--- src/rtl/spi_ram_arb_pkg.sv ---
// spi_ram_arb_pkg: widths, opcodes and FSM states shared by the SPI RAM arbiter
// and its lock timer.
package spi_ram_arb_pkg;

    localparam int CMD_W  = 10;
    localparam int DATA_W = 8;

    localparam logic [1:0] OP_WR_ADDR = 2'b00;
    localparam logic [1:0] OP_WR_DATA = 2'b01;
    localparam logic [1:0] OP_RD_ADDR = 2'b10;
    localparam logic [1:0] OP_RD_DATA = 2'b11;

    typedef enum logic [1:0] {
        ST_IDLE,
        ST_LOCKED,
        ST_WAIT_RD
    } state_t;

    function automatic logic [1:0] opcode(input logic [CMD_W-1:0] cmd);
        return cmd[CMD_W-1 -: 2];
    endfunction

    // Address phases keep the lock so the matching data phase follows atomically.
    function automatic logic keeps_lock(input logic [1:0] op);
        return op == OP_WR_ADDR || op == OP_RD_ADDR;
    endfunction

endpackage

--- src/rtl/spi_ram_arb_timer.sv ---
// spi_ram_arb_timer: counts idle cycles of a held lock and flags expiry after
// LOCK_TIMEOUT cycles without an accepted command.
module spi_ram_arb_timer #(
    parameter int LOCK_TIMEOUT = 64
) (
    input  logic clk,
    input  logic rst_n,
    input  logic run,
    input  logic clear,
    output logic expired
);

    localparam int CW = $clog2(LOCK_TIMEOUT + 1);

    logic [CW-1:0] cnt;

    always_ff @(posedge clk) begin
        cnt <= (!rst_n || clear || !run) ? '0 : cnt + 1'b1;
    end

    assign expired = run && !clear && cnt == CW'(LOCK_TIMEOUT - 1);

endmodule

--- src/rtl/spi_ram_arbiter.sv ---
// spi_ram_arbiter: two-requester lock arbiter in front of a single-port SPI RAM.
// Optional lock timeout enabled by defining SPI_RAM_ARB_TIMEOUT_EN.
module spi_ram_arbiter
    import spi_ram_arb_pkg::*;
#(
    parameter int LOCK_TIMEOUT = 64
) (
    input  logic              clk,
    input  logic              rst_n,
    input  logic [CMD_W-1:0]  req0_din,
    input  logic              req0_valid,
    output logic              req0_ready,
    output logic [DATA_W-1:0] req0_dout,
    output logic              req0_dout_valid,
    input  logic [CMD_W-1:0]  req1_din,
    input  logic              req1_valid,
    output logic              req1_ready,
    output logic [DATA_W-1:0] req1_dout,
    output logic              req1_dout_valid,
    output logic [CMD_W-1:0]  ram_din,
    output logic              ram_rx_valid,
    input  logic [DATA_W-1:0] ram_dout,
    input  logic              ram_tx_valid,
    output logic [1:0]        grant,
    output logic              timeout_err
);

    state_t           state, state_next;
    logic             last;
    logic             owner;
    logic [CMD_W-1:0] cmd;
    logic [1:0]       op;
    logic             cmd_valid;
    logic             any_req;
    logic             pick;
    logic             accept;
    logic             rd_done;
    logic             expire;
    logic             release_lock;

    assign owner     = grant[1];
    assign cmd       = owner ? req1_din : req0_din;
    assign cmd_valid = owner ? req1_valid : req0_valid;
    assign op        = opcode(cmd);
    assign any_req   = req0_valid || req1_valid;
    // On a tie the requester not served last wins.
    assign pick      = (req0_valid && req1_valid) ? !last : req1_valid;
    assign accept    = state == ST_LOCKED && cmd_valid;
    assign rd_done   = state == ST_WAIT_RD && ram_tx_valid;
    assign release_lock = state != ST_IDLE && state_next == ST_IDLE;

    always_ff @(posedge clk) begin
        state <= !rst_n ? ST_IDLE : state_next;
    end

    always_comb begin
        state_next = expire ? ST_IDLE :
                     state == ST_IDLE    ? (any_req ? ST_LOCKED : ST_IDLE) :
                     state == ST_LOCKED  ? ((!accept || keeps_lock(op)) ? ST_LOCKED :
                                            op == OP_WR_DATA ? ST_IDLE : ST_WAIT_RD) :
                     state == ST_WAIT_RD ? (rd_done ? ST_IDLE : ST_WAIT_RD) :
                     ST_IDLE;
    end

    always_comb begin
        req0_ready = state == ST_LOCKED && grant[0];
        req1_ready = state == ST_LOCKED && grant[1];
    end

    always_ff @(posedge clk) begin
        if (!rst_n) begin
            grant           <= 2'b00;
            last            <= 1'b1;
            ram_din         <= '0;
            ram_rx_valid    <= 1'b0;
            req0_dout       <= '0;
            req1_dout       <= '0;
            req0_dout_valid <= 1'b0;
            req1_dout_valid <= 1'b0;
        end else begin
            grant           <= (state == ST_IDLE && any_req) ? (pick ? 2'b10 : 2'b01) :
                               release_lock ? 2'b00 : grant;
            last            <= release_lock ? owner : last;
            ram_rx_valid    <= accept;
            ram_din         <= accept ? cmd : ram_din;
            req0_dout_valid <= rd_done && !owner;
            req1_dout_valid <= rd_done && owner;
            req0_dout       <= (rd_done && !owner) ? ram_dout : req0_dout;
            req1_dout       <= (rd_done && owner) ? ram_dout : req1_dout;
        end
    end

`ifdef SPI_RAM_ARB_TIMEOUT_EN
    spi_ram_arb_timer #(
        .LOCK_TIMEOUT(LOCK_TIMEOUT)
    ) u_timer (
        .clk    (clk),
        .rst_n  (rst_n),
        .run    (state != ST_IDLE),
        .clear  (accept),
        .expired(expire)
    );

    always_ff @(posedge clk) begin
        timeout_err <= rst_n && expire;
    end
`else
    logic unused_timeout_cfg;

    assign unused_timeout_cfg = ^LOCK_TIMEOUT;
    assign expire      = 1'b0;
    assign timeout_err = 1'b0;
`endif

endmodule

--- config.mk ---
export PLATFORM = sky130hd
export DESIGN_NAME = spi_ram_arbiter
export DESIGN_NICKNAME = d
export VERILOG_FILES = /design/src/rtl/spi_ram_arb_pkg.sv /design/src/rtl/spi_ram_arb_timer.sv /design/src/rtl/spi_ram_arbiter.sv
export SDC_FILE = /design/constraint.sdc
export NUM_CORES = 1
export LEC_CHECK = 0
export CORE_MARGIN = 10
export CORE_UTILIZATION = 40
export DETAILED_ROUTE_END_ITERATION = 8
export MAX_ROUTING_LAYER = met4
export PLACE_DENSITY = 0.8
export SLEW_MARGIN = 20
export SYNTH_ARGS = -nofsm -noshare
export SYNTH_HDL_FRONTEND = slang
export SYNTH_SLANG_ARGS = --single-unit
--- constraint.sdc ---
create_clock -name clk -period 2.32 [get_ports clk]
set_input_delay 0.348 -clock clk [delete_from_list [all_inputs] [get_ports clk]]
set_output_delay 0.348 -clock clk [all_outputs]
set_load 0.02 [all_outputs]
==> summary.md, run 1 <==
| Metric | Value |
|---|---|
| Status | completed |
| Gate power share | 0.167 |
| Die Y | 78.18 um |
| Worst Tran Pin Value | 0.5427 ns |
| Register area share after synthesis | 0.5028 |
| Wire per inst | 13.70 um |
| FF-to-FF End | state[1]$_SDFF_PN0_ |
| Pint | 0.0009715 W |
| Root Buffer | clkbuf_4 |
| 1st-pass router iterations | 6 |
| Final Max Tran Viols | 0 |
| Clock Skews | 0.01378 ns |
| CTS Sinks | 34 |
| VDD IR max | 0.4265 mV |
| Post-DP HPWL | 2968 um |
| Post-synth EDFFs | 0 |
| Asr flop ratio synth | 0 |
| Placer Congestion | 0.7904 |
| Setup TNS | 0 ns |
| Postcts setup bufs | 0 |
| # hold bufs at CTS | 0 |
| GRT overflow | 0 |
| Register clock-pin slew on the reported worst setup and hold paths | 0.10 ns |
| Power density over cell area | 598.5 nW/um2 |
| Synthesized area per cell | 8.409 um2 |
| Register Area | 680.7 um2 |
| Hold Path Class | register to register |
| Syn_nets | 194 |
| Sw frac | 0.2360 |
| Crit path arrival time | 1.76 ns |
| WL final | 3741 um |
| Multi-input logic area | 613.1 um2 |
| Clock power share | 0.345 |
| Synthesis-stage register bit count | 34 |
| IO Pins | 67 |
| Leading area contributor after synthesis | dfxtp_1 |
| R2R Setup Slk | 0.66 ns |
| Synthesis Warnings | 0 |
| Vias | 1,278 |
| Hold_sp | req1_dout[3]$_SDFFE_PN0P_ |
| I/O Buffers | 65 |
| Worst Hold End | req1_dout[3]$_SDFFE_PN0P_ |
| Final min period | 2.113 ns |
| Sequential power share | 0.487 |
| Sw Pwr | 0.0003001 W |
| R2r startpoint | grant[1]$_SDFFE_PN0P_ |
| CP Max Fanout | 8 |
| Final hold vios | 0 |
| First-pass GRT wire length | 5816 um |
| Syn Std Cell Area | 1354 um2 |
| CTS Buffer Depth | 2 |
| # rows | 21 |
| Min-Delay Path Depth | 2 |
| Die Wd | 78.18 um |
| CTS Buf Count | 5 |
| All-Layer GR Usage | 0.1197 |
| Core Area | 3311 um2 |
| Worst setup EP type | output port |
| Final setup fails | 0 |
| Primary FF master, synth | dfxtp_1 |
| Nets | 260 |
| Area Overhead vs Synth | 56.93% |
| Largest net degree at the start of global routing | 26 |
| Setup Crit Path Kind | register to output port |
| Final ANT Viol Nets | 0 |
| Leakage | 0.7246 nW |
| Vias in the first global route | 1,188 |
| Most common library cells after synthesis | 34 x dfxtp_1, 34 x nand2_1, 19 x nor2_1 |
| DRT iter0 DRCs | 82 |
| Yosys cell types | 27 |
| Setup crit start kind | register |
| Layout cell share with drive strength beyond 1 | 0.05727 |
| Fillers | 311 |
| DR vias/cell | 4.681 |
| Antenna Cells | 0 |
| CTS tree | yes |
| Post-Route Utilization | 0.6417 |
| Crit-path slowest cell | clkdlybuf4s50_1 |
| Slew Limit Headroom | 0.6368 |
| Post-cts sizing count | 0 |
| Detailed-route DRC error count | 0 |
| Worst path cell trace | inv_1 -> nor2_1 -> clkdlybuf4s50_1 |
| RSZ-0062 raised after global routing | false |
| Die area | 6111 um2 |
| Synth top area cells | dfxtp_1 50%, nand2_1 9.4%, mux2i_1 8.9%, a21oi_1 6.7%, nor2_1 5.3% |
| Area share of the largest cell type after synthesis | 0.5028 |
| Max Clk Rate | 473.3 MHz |
| Worst R2R Path Depth | 4 |
| Fin crit share | 0.9107 |
| H-tree Lvls | 2 |
| CP Data Required Time | 1.97 ns |
| Synthesized instance count | 161 |
| Max cap viols | 0 |
| CP peak stage delay | 0.61 ns |
| Initial Util | 0.4089 |
| Initial antenna violation count | 0 |
| Worst-skew pair later-pin latency | 0.33 ns |
[cell usage in the layout (no fill, tap or decap), types with 2 or more instances in the layout]
cell type        Yosys  layout
a21oi_1             18      18
mux2i_1             12      12
nor2_1              19      19
clkbuf_4             0       5
inv_1                2       2
o21ai_0              4       4
nor4b_1              2       2
nor3_1               2       2
nand2b_1             2       2
clkdlybuf4s50_1      0      65
nand2_1             34      34
nand3_1              2       2
dfxtp_1             34      34
buf_4                2       4
a211oi_1             9       9
[per-stage QoR]
| step | total power, W | instances | instance area, um2 | hold slack (ns) | setup WS [ns] |
|---|---|---|---|---|---|
| 2_1_floorplan | 0.0007322 | 161 | 1354 | 0.4664 | 0.7617 |
| 3_3_place_gp | 0.0008461 | 266 | 2043 | 0.4417 | 0.3974 |
| 3_5_place_dp | 0.0008475 | 266 | 2043 | 0.4469 | 0.3391 |
| 4_1_cts | 0.001283 | 273 | 2125 | 0.4618 | 0.1852 |
| 5_1_grt | 0.001326 | 273 | 2125 | 0.4811 | 0.08224 |
| 6_report | 0.001272 | 273 | 2125 | 0.4565 | 0.2072 |
[power by group through the flow]
stage | clock network [W] | logic [W] | registers (W)
finish | 0.000439 | 0.000213 | 0.000620
CTS | 0.000448 | 0.000215 | 0.000620
global placement | 0 | 0.000213 | 0.000633
floorplan | 0 | 0.0000793 | 0.000653
detailed placement | 0 | 0.000214 | 0.000634
global route | 0.000474 | 0.000229 | 0.000622
[flip-flops by register name (all words and copies together) (netlist names)]
| signal | count |
|---|---|
| state | 2 |
| req0_dout | 8 |
| grant | 2 |
| req0_dout_valid | 1 |
| req1_dout_valid | 1 |
| ram_din | 10 |
| last | 1 |
| req1_dout | 8 |
| ram_rx_valid | 1 |
[cell type report]
class                           instances  area share
Clock buffer                            6     0.02415
Clock inverter                          1     0.01413
Inverter                                3    0.005300
Multi-Input combinational cell        114      0.2886
Sequential cell                        34      0.3204
Tap cell                               46     0.02709
Timing Repair Buffer                   69      0.3204
[cell families (layout without fill, tap and decap cells)]
| group | Yosys count | count (layout) | synth area share |
|---|---|---|---|
| simple gates | 67 | 67 | 0.2135 |
| other cells | 1 | 1 | 0.002770 |
| flops | 34 | 34 | 0.5028 |
| mux | 12 | 12 | 0.08873 |
| buf+inv | 13 | 79 | 0.04436 |
| compound gates | 34 | 34 | 0.1479 |
[critical path, delay by kind of cell (launching register included)]
family	cells	cell delay, ns
buf+inv	2	0.78
flops	1	0.54
simple gates	1	0.12
[how the worst max path moves through the flow]
stage                           to  slack, ns  cells after the start                  start
6_report                req1_ready       0.21                      3  grant[1]$_SDFFE_PN0P_
5_1_grt                 req1_ready       0.08                      3  grant[1]$_SDFFE_PN0P_
4_1_cts                 req1_ready       0.19                      3  grant[1]$_SDFFE_PN0P_
3_5_place_dp   state[1]$_SDFF_PN0_       0.34                      5             req0_valid
3_3_place_gp   state[1]$_SDFF_PN0_       0.40                      5             req0_valid
2_1_floorplan  state[1]$_SDFF_PN0_       0.76                      5  grant[1]$_SDFFE_PN0P_
[layer usage]
| layer | wire, um | part of all wire | vias up | track usage |
|---|---|---|---|---|
| li1 | - | - | 682 | - |
| met1 | 1631 | 0.44 | 548 | 0.1339 |
| met2 | 1908 | 0.51 | 43 | 0.2015 |
| met3 | 149 | 0.040 | 5 | 0.03075 |
| met4 | 53 | 0.014 | 0 | 0.04301 |
| met5 | 0 | 0 | - | - |
(Power assumes the default switching activity.)
==> inputs of run 2 (changes only) <==
Settings changed: GPL_TIMING_DRIVEN set to 1.
==> results of run 2 <==
No change in the layout: final DEF, timing and power equal those of run 1.
==> inputs of run 3 (changes only) <==
Settings changed: ABC_CLOCK_PERIOD_IN_PS set to 2320, TNS_END_PERCENT set to 20.
==> results of run 3 <==
No change in the layout: final DEF, timing and power equal those of run 1.
